`src/rtl/fv_sb_pkg.sv`:
```
// Shared types and constants for the Wolper-legal stimulus source.
// Holds the FSM state encoding and the Galois LFSR tap table.
package fv_sb_pkg;

    localparam int DWIDTH_DEF = 4;
    localparam int CWIDTH_DEF = 8;

    typedef enum logic [1:0] {
        IDLE  = 2'd0,
        CHECK = 2'd1,
        SEND  = 2'd2,
        DONE  = 2'd3
    } state_t;

    // Toggle masks for a right-shifting maximal-length Galois LFSR.
    function automatic logic [15:0] lfsr_taps(input int width);
        case (width)
            2:       return 16'h0003;
            3:       return 16'h0006;
            4:       return 16'h000C;
            5:       return 16'h0014;
            6:       return 16'h0030;
            7:       return 16'h0060;
            8:       return 16'h00B8;
            9:       return 16'h0110;
            10:      return 16'h0240;
            11:      return 16'h0500;
            12:      return 16'h0829;
            13:      return 16'h100D;
            14:      return 16'h2015;
            15:      return 16'h6000;
            16:      return 16'hD008;
            default: return 16'h0000;
        endcase
    endfunction

endpackage

```
`src/rtl/fv_sb_lfsr.sv`:
```
// Galois LFSR that steps only when told to; reseeded solely by reset.
module fv_sb_lfsr
    import fv_sb_pkg::*;
#(
    parameter int                 DWIDTH = DWIDTH_DEF,
    parameter logic [DWIDTH-1:0]  SEED   = DWIDTH'(1)
) (
    input  logic              clk,
    input  logic              rstn,
    input  logic              adv,
    output logic [DWIDTH-1:0] state
);

    localparam logic [15:0]       TAPS_ALL = lfsr_taps(DWIDTH);
    localparam logic [DWIDTH-1:0] TAPS     = TAPS_ALL[DWIDTH-1:0];

    // NOTE: sequential state is always written with <= so every flop samples pre-edge values.
    always_ff @(posedge clk or negedge rstn) begin
        if (!rstn) begin
            state <= SEED;
        end else if (adv) begin
            state <= {1'b0, state[DWIDTH-1:1]} ^ (state[0] ? TAPS : '0);
        end
    end

endmodule

```
`src/rtl/fv_sb_wolper_src.sv`:
```
// Stimulus source for the Wolper scoreboard: one marker A, optional later
// marker B, all other beats LFSR filler that never collides with a marker.
module fv_sb_wolper_src
    import fv_sb_pkg::*;
#(
    parameter int          DWIDTH    = DWIDTH_DEF,
    parameter int          CWIDTH    = CWIDTH_DEF,
    parameter int unsigned LFSR_SEED = 1
) (
    input  logic              clk,
    input  logic              rstn,
    input  logic              start,
    input  logic [CWIDTH-1:0] cfg_len,
    input  logic [CWIDTH-1:0] cfg_idx_a,
    input  logic              cfg_two_mark,
    input  logic [CWIDTH-1:0] cfg_idx_b,
    input  logic [DWIDTH-1:0] cfg_mark_a,
    input  logic [DWIDTH-1:0] cfg_mark_b,
    output logic              push_valid,
    input  logic              push_ready,
    output logic [DWIDTH-1:0] push_data,
    output logic              busy,
    output logic              done,
    output logic              cfg_err,
    output logic [CWIDTH-1:0] beat_cnt
);

    localparam logic [DWIDTH-1:0] ONE = DWIDTH'(1);
    localparam logic [DWIDTH-1:0] TWO = DWIDTH'(2);

    state_t            state_q, state_nxt;
    logic [CWIDTH-1:0] len_q, idx_a_q, idx_b_q;
    logic              two_q;
    logic [DWIDTH-1:0] mark_a_q, mark_b_q;
    logic [DWIDTH-1:0] lfsr, filler, payload;
    logic              latch_cfg, set_err, accept, last_beat, cfg_bad;
    logic              is_a, is_b;

    assign cfg_bad = (len_q == '0) || (idx_a_q >= len_q) ||
                     (two_q && ((idx_b_q >= len_q) || (idx_b_q <= idx_a_q) ||
                                (mark_b_q == mark_a_q)));

    assign push_valid = (state_q == SEND);
    assign busy       = (state_q == CHECK) || (state_q == SEND);
    assign done       = (state_q == DONE);
    assign accept     = push_valid && push_ready;
    assign last_beat  = (beat_cnt == len_q - CWIDTH'(1));

    // NOTE: every always_comb output gets a default first so no path can infer a latch.
    always_comb begin
        state_nxt = state_q;
        latch_cfg = 1'b0;
        set_err   = 1'b0;
        case (state_q)
            IDLE, DONE: begin
                if (start) begin
                    latch_cfg = 1'b1;
                    state_nxt = CHECK;
                end
            end
            CHECK: begin
                if (cfg_bad) begin
                    set_err   = 1'b1;
                    state_nxt = DONE;
                end else begin
                    state_nxt = SEND;
                end
            end
            SEND: begin
                if (accept && last_beat) state_nxt = DONE;
            end
            default: state_nxt = IDLE;
        endcase
    end

    always_ff @(posedge clk or negedge rstn) begin
        if (!rstn) state_q <= IDLE;
        else       state_q <= state_nxt;
    end

    // NOTE: the latched config copies are reset too, so nothing stale survives an abort.
    always_ff @(posedge clk or negedge rstn) begin
        if (!rstn) begin
            len_q    <= '0;
            idx_a_q  <= '0;
            idx_b_q  <= '0;
            two_q    <= 1'b0;
            mark_a_q <= '0;
            mark_b_q <= '0;
            cfg_err  <= 1'b0;
            beat_cnt <= '0;
        end else if (latch_cfg) begin
            len_q    <= cfg_len;
            idx_a_q  <= cfg_idx_a;
            idx_b_q  <= cfg_idx_b;
            two_q    <= cfg_two_mark;
            mark_a_q <= cfg_mark_a;
            mark_b_q <= cfg_mark_b;
            cfg_err  <= 1'b0;
            beat_cnt <= '0;
        end else if (set_err) begin
            cfg_err  <= 1'b1;
        end else if (accept && (beat_cnt != len_q)) begin
            beat_cnt <= beat_cnt + CWIDTH'(1);
        end
    end

    // Payload depends only on registered state, so it holds steady across stalls.
    always_comb begin
        is_a = (beat_cnt == idx_a_q);
        is_b = two_q && (beat_cnt == idx_b_q);
        if ((lfsr != mark_a_q) && (lfsr != mark_b_q)) begin
            filler = lfsr;
        end else if (((lfsr ^ ONE) != mark_a_q) && ((lfsr ^ ONE) != mark_b_q)) begin
            filler = lfsr ^ ONE;
        end else begin
            filler = lfsr ^ TWO;
        end
        if (is_a)      payload = mark_a_q;
        else if (is_b) payload = mark_b_q;
        else           payload = filler;
    end

    assign push_data = push_valid ? payload : '0;

    fv_sb_lfsr #(
        .DWIDTH (DWIDTH),
        .SEED   (DWIDTH'(LFSR_SEED))
    ) u_lfsr (
        .clk   (clk),
        .rstn  (rstn),
        .adv   (accept && !is_a && !is_b),
        .state (lfsr)
    );

endmodule

```
`config.mk`:
```
export PLATFORM = sky130hd
export DESIGN_NAME = fv_sb_wolper_src
export DESIGN_NICKNAME = d
export VERILOG_FILES = /design/src/rtl/fv_sb_pkg.sv /design/src/rtl/fv_sb_lfsr.sv /design/src/rtl/fv_sb_wolper_src.sv
export SDC_FILE = /design/constraint.sdc
export NUM_CORES = 1
export LEC_CHECK = 0
export ABC_CLOCK_PERIOD_IN_PS = 2700
export BUFFER_PORTS_ARGS = -buffer_cell sky130_fd_sc_hd__buf_2
export CAP_MARGIN = 15
export CELL_PAD_IN_SITES_DETAIL_PLACEMENT = 0
export CELL_PAD_IN_SITES_GLOBAL_PLACEMENT = 2
export CORE_ASPECT_RATIO = 1.4
export CORE_UTILIZATION = 25
export DETAILED_ROUTE_END_ITERATION = 7
export GPL_TIMING_DRIVEN = 1
export PLACE_DENSITY = 0.59
export SLEW_MARGIN = 20
export SYNTH_ARGS = -nofsm -noshare
export SYNTH_HDL_FRONTEND = slang
export SYNTH_SLANG_ARGS = --single-unit
```
`constraint.sdc`:
```
create_clock -name clk -period 2.7 [get_ports clk]
set_clock_uncertainty 0.05 [all_clocks]
set_input_delay 0.405 -clock clk [delete_from_list [all_inputs] [get_ports clk]]
set_output_delay 0.405 -clock clk [all_outputs]
set_load 0.1 [all_outputs]
```
Word level (Yosys, flattened, before mapping)
Cells that the tools add are included.
{ "classes": {"addsub": 2, "n_lt_le_gt_ge": 3, "eq_ne": 15, "mux": 19, "bitwise_logic": 3, "n_reduce_logical": 23} }
{ "op_table": {"columns": ["cell", "count"], "rows": [
  ["$eq 8x8->1", 3],
  ["$mux 8", 3],
  ["$ge 8x8->1", 2],
  ["$mux 4", 4],
  ["$ne 4x4->1", 4],
  ["$logic_and 1x1->1", 9],
  ["$add 8x1->8 const B", 1],
  ["$le 8x8->1", 1],
  ["$logic_not 8->1", 1],
  ["$mux 2", 4],
  ["$ne 8x8->1", 1],
  ["$sub 8x1->8 const B", 1],
  ["$mux 1", 7],
  ["$pmux 2 s3", 1],
  ["$logic_or 1x1->1", 5],
  ["$eq 2x2->1 const B", 2],
  ["$eq 4x4->1", 1],
  ["$ne 2x2->1 const B", 2],
  ["$reduce_and 2->1", 2],
  ["$reduce_bool 2->1", 2],
  ["$xor 3x4->4", 1],
  ["$eq 2x1->1 const B", 1],
  ["$logic_not 1->1", 2],
  ["$logic_not 2->1", 1],
  ["3 further kinds", 4]
]} }
{ "word_totals": {"reg_bits": 48, "out_inout_bits": 16, "wordCells": 75} }

Depth between registers and ports, before layout
Gate-level depths: netlist of the first run.
{ "depth": {"word_depth": 9, "mapped_depth": 11, "mapped_depth_nobuf": 9} }

Hierarchy
A second synthesis of the first run with hierarchy kept.
{ "hier_totals": {"hier_cells": 371, "hier_area_um2": 3226.8} }
{ "modules_own_cells": {"columns": ["module", "n_inst", "cells_each", "area_each_um2"], "rows": [
  ["fv_sb_wolper_src", 1, 361, 3074.2],
  ["fv_sb_lfsr", 1, 10, 152.6]
]} }

Worst setup path before layout of the first run
No wires, ideal clock.
{ "synth_path": {"path_kind": "register -> output", "start": "register beat_cnt[3]", "end": "output port push_data[0]", "t_arrival_ps": 3720, "path_slack_ps": -1475, "path_stages_with_launch": 9, "n_path_buf": 1, "cell_sequence": "dfrtp_1 -> buf_2 -> xnor2_1 -> nand3_1 -> nor3_1 -> a31oi_1 -> o21ai_0 -> a21oi_1 -> a21oi_1"} }
{ "synth_between": {"elab_chain_len": 5, "word_cells_on_any_way": 6, "cone_classes": "2 x eq/ne; 3 x mux; 1 x reduce/logical"} }
{ "synth_lines": {"columns": ["item", "line", "source"], "rows": [
  ["start: declaration", "fv_sb_wolper_src.sv:25", "output logic [CWIDTH-1:0] beat_cnt"],
  ["start signal: assignment", "fv_sb_wolper_src.sv:104", "beat_cnt <= beat_cnt + CWIDTH'(1);"],
  ["$eq 8x8->1", "fv_sb_wolper_src.sv:111", "is_b = two_q && (beat_cnt == idx_b_q);"],
  ["$logic_and 1x1->1", "fv_sb_wolper_src.sv:111", null],
  ["$mux 4", "fv_sb_wolper_src.sv:120", "else if (is_b) payload = mark_b_q;"],
  ["$mux 4 *", "fv_sb_wolper_src.sv:119", "if (is_a) payload = mark_a_q;"],
  ["$mux 4 *", "fv_sb_wolper_src.sv:124", "assign push_data = push_valid ? payload : '0;"],
  ["end: declaration", "fv_sb_wolper_src.sv:21", "output logic [DWIDTH-1:0] push_data,"]
]} }
Mark *: on every way between the ends. The rest lies on a longest branch, timed or not.

Worst setup path after layout of the first run
{ "layout_path": {"start": "register len_q[6]", "end": "register beat_cnt[5]"} }
{ "layout_between": {"elab_chain_len": 9, "word_cells_on_any_way": 15, "cone_classes": "2 x order compare; 2 x eq/ne; 2 x mux; 9 x reduce/logical"} }
{ "layout_lines": {"columns": ["item", "line", "source"], "rows": [
  ["start: declaration", "fv_sb_wolper_src.sv:32", "logic [CWIDTH-1:0] len_q, idx_a_q, idx_b_q;"],
  ["start signal: assignment", "fv_sb_wolper_src.sv:93", "len_q <= cfg_len;"],
  ["$ge 8x8->1", "fv_sb_wolper_src.sv:40", "(two_q && ((idx_b_q >= len_q) || (idx_b_q <= idx_a_q) ||"],
  ["$logic_or 1x1->1 (2 in series)", "fv_sb_wolper_src.sv:40", null],
  ["$logic_and 1x1->1", "fv_sb_wolper_src.sv:40", null],
  ["$logic_or 1x1->1", "fv_sb_wolper_src.sv:39", "assign cfg_bad = (len_q == '0) || (idx_a_q >= len_q) ||"],
  ["$mux 1", "fv_sb_wolper_src.sv:62", "if (cfg_bad) begin"],
  ["$mux 1", "fv_sb_wolper_src.sv:54", "case (state_q)"],
  ["$ne 2x2->1 (no source line)", null, null],
  ["$reduce_and 2->1 (no source line) *", null, null]
]} }
Marks and branches as above.
A chain may end at the register's enable or synchronous reset.

==> metrics.log, run 1 <==
INFO  metric num_antenna_cells = 0
INFO  metric fmaxAchievable = ~370 MHz
INFO  metric hold-path-cell-count = 3
INFO  metric sequential_standard_cell_area = 1230 sq um
INFO  metric grt_antenna_before_repair = 0
INFO  metric drt_wl_total = 10200 microns
INFO  metric critical_path.max_stage_delay = 0.47 ns
INFO  metric yosys_register_bits = 48
INFO  metric global_route_wire_length_before_repair = 16300 microns
INFO  metric async_reset_ff_frac = 1.00
INFO  metric r2r_setup_slack = 0.03 ns
INFO  metric synth.yosys.seq_area_share = 0.354
INFO  metric worst_case_hold_slack = 0.244 ns
INFO  metric total_nets_after_synthesis = 451
INFO  metric synth_cells = between 300 and 400
INFO  metric global_route.overflow_total = 0
INFO  metric finalSetupViolCount = 0
INFO  metric design.final.nets = 532
INFO  metric drt_drc_violations_left = 0
INFO  metric power_switching_share = 0.505
INFO  metric report.final.slew_viol_count = 0
INFO  metric power.combinational.fraction = 0.658
INFO  metric r2r-end = beat_cnt[5]
INFO  metric top_level_ports = between 50 and 60
INFO  metric post-route-worst-setup-slack = ~0.03 ns
INFO  metric start_util = 0.255
INFO  metric count_of_flip_flops_with_a_built_in_enable_after_synthesis = 0
INFO  metric max_capacitance_violation_total = 0
INFO  metric cp_cell_sequence = inv_1, ha_1, a21o_2, o21ai_1, o211ai_2, a2111oi_4, a31oi_4, buf_4, or4_1, nand2_1
INFO  metric gp_congestion = 0.793
INFO  metric power.ir.vdd_worst = 336 uV
INFO  metric synth_most_common_cell = sky130_fd_sc_hd__nand2_1
INFO  metric cts_max_path_buffers = 2
INFO  metric period_needed = 2.67 ns
INFO  metric rr_startpoint = len_q[6]
INFO  metric mappedNetlistArea = around 3400 sq um
INFO  metric critPathSlowestCell = sky130_fd_sc_hd__or4_1
INFO  metric power.static_leakage = 0.00206 uW
INFO  metric synthTopCellsByCount = sky130_fd_sc_hd__nand2_1 (80), sky130_fd_sc_hd__dfrtp_1 (47), sky130_fd_sc_hd__ha_1 (30), sky130_fd_sc_hd__o21ai_0 (30), sky130_fd_sc_hd__inv_1 (27)
INFO  metric unrepaired_setup_endpoints_after_global_routing = true
INFO  metric worst_case_setup_slack_after_placement = 0.0663 ns
INFO  metric placementRows = 50
INFO  metric clock_tree.root_cell = sky130_fd_sc_hd__clkbuf_16
INFO  metric filler_cell_count = 1401
INFO  metric syn2layout_area_growth = 30.8%
INFO  metric synth.lib_cells_used.distinct = 57
INFO  metric grt_util_all_layers = 0.152
INFO  metric tritoncts = built
INFO  metric worstPathArrival = between 2 and 3 ns
INFO  metric timing.final.crit_share = 0.989
INFO  metric route.vias.total = 2950
INFO  metric first_iter_violations = 123
INFO  metric max-slew-margin-rel = 0.563
INFO  metric route.detailed.wl_per_inst = roughly 16 microns
INFO  metric detail_route.vias_per_cell = 4.55
INFO  metric multi_input_area = 2120 sq um
INFO  metric power.density_cell_area = 1360 nW/um^2
INFO  metric worst-setup-path-type = reg -> reg
INFO  metric critical_path_peak_fanout = 5
INFO  metric yosys_warnings = 0
INFO  metric io_buffers = between 50 and 60
INFO  metric synth_top_area_cell = sky130_fd_sc_hd__dfrtp_1
INFO  metric finalHoldViolations = 0
INFO  metric min_path_type = in -> reg
INFO  metric power.sequential.fraction = 0.238
INFO  metric grt_use_met2 = 0.258
INFO  metric timing.critical_path.from_type = flip-flop
INFO  metric total_clock_sinks = 48
INFO  metric critical_path_required = between 2 and 3 ns
INFO  metric number_of_h_tree_levels = 2
INFO  metric power_frac_clock = 0.105
INFO  metric grt_util_met1 = 0.196
INFO  metric grt_pass1_vias = 2955
INFO  metric post-dp-hpwl = 7920 microns
INFO  metric cts_inserted_buffers = 5
INFO  metric final_layout_size_suffix_gt1_frac = 0.300
INFO  metric min_delay_worst_endpoint = mark_a_q[1]
INFO  metric intPower = 2980 uW
INFO  metric yosys_most_used_dff = sky130_fd_sc_hd__dfrtp_1
INFO  metric antenna_left = 0
INFO  metric hold_start = cfg_mark_a[1]
INFO  metric timing.setup.tns = 0 ns
INFO  metric core_area = 13300 sq um
INFO  metric use_met3 = 0.0215
INFO  metric power.net_switching = approximately 3000 uW
INFO  metric grt_start_max_net_pins = 28
INFO  metric fp.dieArea = 14100 sq um
INFO  metric synth.top_cells.by_area = sky130_fd_sc_hd__dfrtp_1 (35%), sky130_fd_sc_hd__ha_1 (11%), sky130_fd_sc_hd__nand2_1 (8.8%), sky130_fd_sc_hd__xor2_1 (5.7%), sky130_fd_sc_hd__o21ai_0 (4.4%)
INFO  metric grt_busiest_layer = met2
INFO  metric syn-mean-instance-area = 8.85 sq um
INFO  metric die_h = around 140 microns
INFO  metric post-route-util = 0.334
INFO  metric outcome = finished clean
INFO  metric firstDrtPassIters = 4
INFO  metric number_of_cells_on_the_worst_reg_to_reg_path = 10
INFO  metric clkLatencyLatePin = ~0.3 ns
INFO  metric clkTransAtPathRegs = 0.07 ns
INFO  metric worstMarginPinSlew = between 0.6 and 0.7 ns
INFO  metric die-width = 101 microns
INFO  metric setup.worst_path.end_class = flip-flop
INFO  metric netlist.area_leader.share = 0.346
[how the worst max path moves through the flow]
stage / startpoint / to / cells past startpoint
2_1_floorplan: beat_cnt[4] / push_data[0] / 8
3_3_place_gp: len_q[6] / beat_cnt[2] / 10
3_5_place_dp: idx_a_q[0] / beat_cnt[3] / 10
4_1_cts: beat_cnt[3] / push_data[0] / 10
5_1_grt: beat_cnt[3] / push_data[3] / 9
6_report: len_q[6] / beat_cnt[5] / 10
[critical path, delay by kind of cell (launching register included)]
kind	cells	cell delay, ns
AND/OR/NAND/NOR	2	0.55
adder cells (fa/ha/maj)	1	0.32
buffers and inverters	2	0.25
AO/OA/AOI/OAI	5	1.06
flip-flops	1	0.39
[area by class of cell]
cell class,instances,area share
Multi-Input combinational cell,291,0.476
Tap cell,182,0.0512
Clock buffer,7,0.0298
Timing Repair Buffer,92,0.142
Sequential cell,48,0.276
Inverter,27,0.0228
Clock inverter,1,0.00197
[kinds of logic (layout without fill, tap and decap cells)]
logic type                 Yosys count  count (layout)  synth area share
AOI/OAI and AO/OA                   83              83             0.174
and+or+nand+nor                    134             134             0.190
muxes                                7               7            0.0214
xor gates and xnor gates            37              37            0.0976
DFF                                 48              48             0.354
adders and majority gates           30              30             0.110
buffers and inverters               45             127            0.0527
[placed cells by master (no fill, tap or decap), types with 3 or more instances in the layout]
cell type	instances
sky130_fd_sc_hd__nand2_1	80
sky130_fd_sc_hd__buf_2	48
sky130_fd_sc_hd__dfrtp_1	39
sky130_fd_sc_hd__buf_4	37
sky130_fd_sc_hd__ha_1	29
sky130_fd_sc_hd__o21ai_0	28
sky130_fd_sc_hd__inv_1	26
sky130_fd_sc_hd__xor2_1	22
sky130_fd_sc_hd__a21oi_1	13
sky130_fd_sc_hd__xnor2_1	12
sky130_fd_sc_hd__nor2_1	9
sky130_fd_sc_hd__nand4_1	7
sky130_fd_sc_hd__o21ai_1	6
sky130_fd_sc_hd__dfrtp_4	6
sky130_fd_sc_hd__mux2i_1	5
sky130_fd_sc_hd__clkbuf_16	5
sky130_fd_sc_hd__nand3_1	4
sky130_fd_sc_hd__nor3_1	4
sky130_fd_sc_hd__or3_1	4
sky130_fd_sc_hd__buf_12	4
sky130_fd_sc_hd__nor4_2	3
sky130_fd_sc_hd__xnor2_2	3
sky130_fd_sc_hd__a21oi_2	3
sky130_fd_sc_hd__nor2b_1	3
sky130_fd_sc_hd__o211ai_1	3
sky130_fd_sc_hd__a211o_1	3
[sequential cells by signal, summed over array words and instances (netlist names), 2 cells and up]
name,cells
beat_cnt,8
idx_a_q,8
idx_b_q,8
len_q,8
mark_a_q,4
mark_b_q,4
u_lfsr.state,4
state_q,2
[routing by layer]
| layer | part of all wire | up-vias | wire [microns] |
|---|---|---|---|
| met4 | 0.016 | 0 | 165 |
| met1 | 0.45 | 1411 | 4620 |
| li1 | - | 1485 | - |
| met2 | 0.51 | 47 | 5210 |
| met5 | 0 | - | 0 |
| met3 | 0.025 | 7 | 253 |
[repair_timing]
item / in CTS / in global routing
resized for setup: 1 / 14
cloned: 0 / 0
hold buffers: 1 / 0
endpoints found under the setup margin: 3 / 9
pin swaps: 1 / 12
setup buffers: 1 / 10
hold endpoints to repair: 10 / 0
[power groups by stage]
| stage | clock, uW | sequential [uW] | combinational (uW) |
|---|---|---|---|
| floorplan | 0 | 1480 | 2640 |
| global placement | 0 | 1440 | 3770 |
| detailed placement | 0 | 1450 | 3790 |
| CTS | 663 | 1440 | 3820 |
| global route | 684 | 1480 | 4370 |
| finish | 630 | 1430 | 3960 |
[metrics by stage]
step,power [uW],std cells,cell area (sq um)
after floorplan,4120,384,3450
after global placement,5210,628,4140
after detailed placement,5240,628,4140
after CTS,5920,638,4310
after global routing,6540,648,4440
final,6020,648,4440
Power figures use the tool's default switching activity.
==> run 2, diff against run 1 <==
--- a/constraint.sdc
+++ b/constraint.sdc
@@ -3,3 +3,3 @@
 set_input_delay 0.405 -clock clk [delete_from_list [all_inputs] [get_ports clk]]
 set_output_delay 0.405 -clock clk [all_outputs]
-set_load 0.1 [all_outputs]
+set_load 0.05 [all_outputs]
==> run 2 against run 1 <==
  * Clock-buffer cell count is 1 lower
  * Via count is 1.3% higher
  * Flip-flop and latch count stayed put
  * Critical path depth is 3 lower
  * Critical path type is now reg -> out
  * Largest cell class unchanged
==> metrics.log, run 2 (synthesis gave the netlist of run 1 again) <==
INFO  metric outcome = finished clean
INFO  metric clock_tree.root_cell = sky130_fd_sc_hd__clkbuf_16
INFO  metric rr_startpoint = len_q[1]
INFO  metric die_h = 140 microns (unchanged)
INFO  metric cts_max_path_buffers = 2 (unchanged)
INFO  metric route.detailed.wl_per_inst = 16.1 microns (+1.9%)
INFO  metric critical_path_peak_fanout = 6 (+1)
INFO  metric worstPathArrival = 2.18 ns (-0.67 ns)
INFO  metric number_of_h_tree_levels = 2 (unchanged)
INFO  metric timing.final.crit_share = 0.976 (-0.0127)
INFO  metric place.detailed.instances = 628 (unchanged)
INFO  metric io_buffers = 52 (unchanged)
INFO  metric power.static_leakage = 0.00207 uW (+0.60%)
INFO  metric top_level_ports = 53 (unchanged)
INFO  metric grt_use_met2 = 0.278 (+0.0198)
INFO  metric power.density_cell_area = 1300 nW/um^2 (-4.2%)
INFO  metric first_iter_violations = 102 (-17%)
INFO  metric worst-setup-path-type = reg -> out
INFO  metric drt_drc_violations_left = 0 (unchanged)
INFO  metric grt_antenna_before_repair = 0 (unchanged)
INFO  metric max-slew-margin-rel = 0.535 (-0.0280)
INFO  metric filler_cell_count = 1412 (+0.79%)
INFO  metric final_layout_size_suffix_gt1_frac = 0.292 (-0.00822)
INFO  metric power.ir.vdd_worst = 312 uV (-7.1%)
INFO  metric finalSetupViolCount = 0 (unchanged)
INFO  metric number_of_cells_on_the_worst_reg_to_reg_path = 9 (-1)
INFO  metric grt_busiest_layer = met2
INFO  metric firstDrtPassIters = 4 (unchanged)
INFO  metric post-dp-hpwl = 8000 microns (+0.99%)
INFO  metric antenna_left = 0 (unchanged)
INFO  metric finalHoldViolations = 0 (unchanged)
INFO  metric start_util = 0.255 (unchanged)
INFO  metric placementRows = 50 (unchanged)
INFO  metric fp.dieArea = 14100 sq um (unchanged)
INFO  metric global_route.overflow_total = 0 (unchanged)
INFO  metric use_met3 = 0.0269 (+0.00549)
INFO  metric report.final.slew_viol_count = 0 (unchanged)
INFO  metric period_needed = 2.64 ns (-0.0342 ns)
INFO  metric total_clock_sinks = 48 (unchanged)
INFO  metric critical_path_required = 2.25 ns (-0.63 ns)
INFO  metric timing.critical_path.from_type = flip-flop
INFO  metric core_area = 13300 sq um (unchanged)
INFO  metric die-width = 101 microns (unchanged)
INFO  metric r2r-end = beat_cnt[3]
INFO  metric detail_route.vias_per_cell = 4.64 (+1.9%)
INFO  metric syn2layout_area_growth = 29.0%
INFO  metric num_antenna_cells = 0 (unchanged)
INFO  metric min_path_type = in -> async
INFO  metric gp_congestion = 0.772 (-2.7%)
INFO  metric design.final.nets = 528 (-0.75%)
INFO  metric clkTransAtPathRegs = 0.07 ns (about the same)
INFO  metric final_cell_mix = sky130_fd_sc_hd__nand2_1 (79), sky130_fd_sc_hd__buf_2 (51), sky130_fd_sc_hd__dfrtp_1 (45)
INFO  metric worst_case_hold_slack = 0.0958 ns (-0.148 ns)
INFO  metric layoutNonFillerInstCount = 644 (-0.62%)
INFO  metric grt_pass1_vias = 3111 (+5.3%)
INFO  metric grt_start_max_net_pins = 39 (+39%)
INFO  metric setup.worst_path.end_class = output pin
INFO  metric grt_util_met1 = 0.186 (-0.0100)
INFO  metric fmaxAchievable = 379 MHz (+1.3%)
INFO  metric route.vias.total = 2988 (+1.3%)
INFO  metric max_capacitance_violation_total = 0 (unchanged)
INFO  metric r2r_setup_slack = 0.08 ns (+0.05 ns)
INFO  metric global_route_wire_length_before_repair = 16800 microns (+3.0%)
INFO  metric cts_inserted_buffers = 5 (unchanged)
INFO  metric grt_util_all_layers = 0.156 (+0.00447)
INFO  metric drt_wl_total = 10400 microns (+1.2%)
INFO  metric worstMarginPinSlew = 0.698 ns (+0.0437 ns)
INFO  metric clkLatencyLatePin = 0.30 ns (about the same)
INFO  metric tritoncts = built
INFO  metric commonest_non_fill_non_tap_cell_in_the_layout = sky130_fd_sc_hd__nand2_1
INFO  metric unrepaired_setup_endpoints_after_global_routing = true
[run 2: cell count changes in the layout (fill, tap and decap cells not counted), sizes merged]
cell / before / now
a31oi: 3 / 4
buf: 91 / 87
clkbuf: 7 / 6
dlygate4sd3: 1 / 0
inv: 27 / 28
[run 2: what timing repair did]
item	in CTS	in global routing
hold buffers	0	0
setup buffers	0	6
gates cloned	0	2
gates resized for setup	5	21
endpoints found under the setup margin	4	11
pin swaps	1	15
hold endpoints to repair	0	0
[run 2: per-stage QoR]
stage                     TNS [ns]   util  total power, uW  cell area, sq um  worst slack, ns
after floorplan                  0      -             3750              3410           0.0552
after global placement           0  0.304             4730              4050            0.106
after detailed placement         0  0.304             4750              4050           0.0509
after CTS                        0  0.317             5490              4230           0.0122
after global routing        -0.383  0.329             6230              4380          -0.0681
final                            0  0.329             5690              4380           0.0640
[run 2: area by class of cell]
cell class	count	area [sq um]	share of cell area
Clock inverter	2	13.8	0.00314
Multi-Input combinational cell	292	2150	0.490
Timing Repair Buffer	87	546	0.125
Clock buffer	6	139	0.0317
Tap cell	182	228	0.0520
Inverter	27	101	0.0231
Sequential cell	48	1200	0.275
[run 2: report_power, final]
| part | internal [uW] | switching (uW) | total (uW) |
|---|---|---|---|
| clock network | 371 | 300 | 671 |
| registers | 1040 | 380 | 1420 |
| logic | 1510 | 2090 | 3600 |
| total | 2920 | 2770 | 5690 |
[run 2: worst max-delay path by stage]
stage / from / end
2_1_floorplan: beat_cnt[3] / push_data[0]
3_3_place_gp: len_q[0] / beat_cnt[2]
3_5_place_dp: idx_a_q[0] / beat_cnt[4]
4_1_cts: idx_a_q[0] / beat_cnt[2]
5_1_grt: idx_a_q[0] / beat_cnt[1]
6_report: beat_cnt[2] / push_data[3]
[run 2: worst max-delay path, cell delays in order (launching register included)]
cell and delay, ns:
sky130_fd_sc_hd__dfrtp_2 0.47, sky130_fd_sc_hd__xnor2_2 0.21, sky130_fd_sc_hd__nand4_1 0.17, sky130_fd_sc_hd__nor3_4 0.40, sky130_fd_sc_hd__mux2i_1 0.22, sky130_fd_sc_hd__nand2_1 0.06
sky130_fd_sc_hd__o211a_1 0.14, sky130_fd_sc_hd__buf_2 0.21
[run 2: routing by layer]
layer | wire length, microns | part of all wire | vias to the layer above
met5 | 0 | 0 | -
met4 | 242 | 0.023 | 0
met3 | 405 | 0.039 | 15
met2 | 5290 | 0.51 | 63
met1 | 4430 | 0.43 | 1432
li1 | - | - | 1478
==> run 3, diff against run 2 <==
Settings changed: BUFFER_PORTS_ARGS -buffer_cell sky130_fd_sc_hd__buf_2 to -buffer_cell sky130_fd_sc_hd__clkbuf_2, CELL_PAD_IN_SITES_GLOBAL_PLACEMENT 2 to 1, PLACE_DENSITY 0.59 to 0.49, SLEW_MARGIN 20 to not set.
==> run 3 against run 2 <==
  * Final area is 0.46% lower
  * Clock-buffer cell count is 1 higher
  * Sequential power hardly changed
  * Wire length is 2.3% lower
  * Global-route usage is 0.38 points lower
  * Combinational power is 2% lower
  * Hold slack worse by 0.0074 ns
  * Largest power group unchanged
==> metrics.log, run 3 (synthesis gave the netlist of run 1 again) <==
INFO  metric report.final.slew_viol_count = 0 (unchanged)
INFO  metric syn2layout_area_growth = 28.4%
INFO  metric power.ir.vdd_worst = 350 uV (+12%)
INFO  metric core_area = 13300 sq um (unchanged)
INFO  metric detail_route.vias_per_cell = 4.50 (-3.0%)
INFO  metric grt_pass1_vias = 3073 (-1.2%)
INFO  metric power.static_leakage = 0.00204 uW (-1.3%)
INFO  metric filler_cell_count = 1393 (-1.3%)
INFO  metric worst_path_most_repeated_cell = sky130_fd_sc_hd__a2111oi_4
INFO  metric power.density_cell_area = 1300 nW/um^2 (+0.25%)
INFO  metric design.final.nets = 526 (-0.38%)
INFO  metric global_route.overflow_total = 0 (unchanged)
INFO  metric worst_case_setup_slack_after_placement = 0.0344 ns (-0.0165 ns)
INFO  metric drt_wl_total = 10100 microns (-2.3%)
INFO  metric placementRows = 50 (unchanged)
INFO  metric critical_path_required = 2.87 ns (+0.62 ns)
INFO  metric clkTransAtPathRegs = 0.07 ns (about the same)
INFO  metric number_of_hold_buffers_added_after_cts = 0 (unchanged)
INFO  metric worstMarginPinSlew = 0.679 ns (-0.0191 ns)
INFO  metric antenna_left = 0 (unchanged)
INFO  metric finalHoldViolations = 0 (unchanged)
INFO  metric cts_inserted_buffers = 5 (unchanged)
INFO  metric critPathSlowestCell = sky130_fd_sc_hd__or4_4
INFO  metric number_of_h_tree_levels = 2 (unchanged)
INFO  metric die-width = 101 microns (unchanged)
INFO  metric clock_tree.root_cell = sky130_fd_sc_hd__clkbuf_16
INFO  metric fp.dieArea = 14100 sq um (unchanged)
INFO  metric route.detailed.wl_per_inst = 15.8 microns (-2.0%)
INFO  metric worst-setup-path-type = reg -> reg
INFO  metric first_iter_violations = 100 (-2.0%)
INFO  metric gp_congestion = 0.778 (+0.79%)
INFO  metric critical_path_peak_fanout = 6 (unchanged)
INFO  metric final_layout_size_suffix_gt1_frac = 0.283 (-0.00960)
INFO  metric period_needed = 2.62 ns (-0.0182 ns)
INFO  metric grt_antenna_before_repair = 0 (unchanged)
INFO  metric global_route_wire_length_before_repair = 16300 microns (-2.7%)
INFO  metric timing.final.crit_share = 0.970 (-0.00673)
INFO  metric worstPathArrival = 2.79 ns (+0.61 ns)
INFO  metric critical_path.max_stage_delay = 0.51 ns (+0.04 ns)
INFO  metric max_capacitance_violation_total = 0 (unchanged)
INFO  metric finalSetupViolCount = 0 (unchanged)
INFO  metric grt_util_all_layers = 0.152 (-0.00381)
INFO  metric total_clock_sinks = 48 (unchanged)
INFO  metric final_cell_mix = sky130_fd_sc_hd__nand2_1 (80), sky130_fd_sc_hd__clkbuf_2 (50), sky130_fd_sc_hd__dfrtp_1 (44)
INFO  metric outcome = finished clean
INFO  metric place_area = 4050 sq um (unchanged)
INFO  metric clkLatencyLatePin = 0.29 ns (about the same)
INFO  metric commonest_non_fill_non_tap_cell_in_the_layout = sky130_fd_sc_hd__nand2_1
INFO  metric start_util = 0.255 (unchanged)
INFO  metric fmaxAchievable = 382 MHz (+0.69%)
INFO  metric setup.worst_path.end_class = flip-flop
INFO  metric max-slew-margin-rel = 0.547 (+0.0117)
INFO  metric cts_max_path_buffers = 2 (unchanged)
INFO  metric drt_drc_violations_left = 0 (unchanged)
INFO  metric num_antenna_cells = 0 (unchanged)
INFO  metric timing.critical_path.from_type = flip-flop
INFO  metric top_level_ports = 53 (unchanged)
INFO  metric post-route-worst-setup-slack = 0.0822 ns (+0.0182 ns)
INFO  metric tritoncts = built
INFO  metric io_buffers = 52 (unchanged)
INFO  metric firstDrtPassIters = 4 (unchanged)
INFO  metric grt_start_max_net_pins = 27 (-31%)
INFO  metric die_h = 140 microns (unchanged)
INFO  metric post-dp-hpwl = 7870 microns (-1.6%)
INFO  metric min_path_type = in -> async
INFO  metric cp_cell_sequence = ha_1, a2111oi_4, o211ai_2, a2111oi_4, a31oi_4, or4_4, a21oi_2
INFO  metric postLayoutCellArea = 4360 sq um (-0.46%)
INFO  metric route.vias.total = 2889 (-3.3%)
[run 3: changes by cell type in the layout (fill, tap and decap cells not counted), sizes merged]
cell | previous run | this run
clkbuf | 6 | 59
buf | 87 | 33
nand2 | 80 | 81
inv | 28 | 27
bufinv | 0 | 1
a31oi | 4 | 3
clkinv | 1 | 0
[run 3: worst paths after layout]
kind / startpoint / slack (ns) / to / cells past startpoint
setup / recovery: idx_a_q[1] / 0.08 / beat_cnt[7] / 7
hold / removal: rstn / 0.09 / beat_cnt[1] / 1
setup reg to reg: idx_a_q[1] / 0.08 / beat_cnt[7] / 7
hold reg to reg: cfg_err / 0.45 / cfg_err / 2
max in group asynchronous: rstn / 1.86 / u_lfsr.state[0] / 2
min in group clk: cfg_mark_a[1] / 0.25 / mark_a_q[1] / 3
[run 3: layout make-up]
cell class	count	area (sq um)	share of cell area
Timing Repair Buffer	85	533	0.122
Clock buffer	7	133	0.0304
Tap cell	182	228	0.0522
Sequential cell	48	1210	0.277
Inverter	27	101	0.0232
Clock inverter	1	30.0	0.00689
Multi-Input combinational cell	292	2130	0.488
[run 3: power by group]
part / internal [uW] / total [uW] / switching [uW]
clock: 439 / 721 / 282
sequential: 1040 / 1410 / 372
combinational: 1480 / 3540 / 2060
[run 3: worst max-delay path, delay by kind of cell, from the launching register on]
family	cells	cell delay (ns)
AND/OR/NAND/NOR	1	0.51
adder cells (fa/ha/maj)	1	0.31
AO/OA/AOI/OAI	5	1.26
flip-flops	1	0.42
[run 3: timing repair]
action | in CTS | in global routing
setup buffers | 0 | 5
endpoints found under the setup margin | 0 | 12
gates resized for setup | 0 | 27
[run 3: per-stage QoR]
stage,total power [uW],util,TNS (ns),hold slack [ns],cells
after global routing,6210,0.327,-0.0333,0.136,642
final,5670,0.327,0,0.0883,642
after floorplan,3750,-,0,0.0594,384
after global placement,4740,0.304,0,0.445,628
after detailed placement,4770,0.304,0,0.431,628
after CTS,5520,0.316,0,0.110,636
[run 3: layer usage]
layer  global-route usage  wire, microns  up-vias
met4               0.0549            225        0
met3               0.0230            301       14
met1                0.185           4410     1342
li1                     -              -     1470
met2                0.269           5190       63
met5                    0              0        -
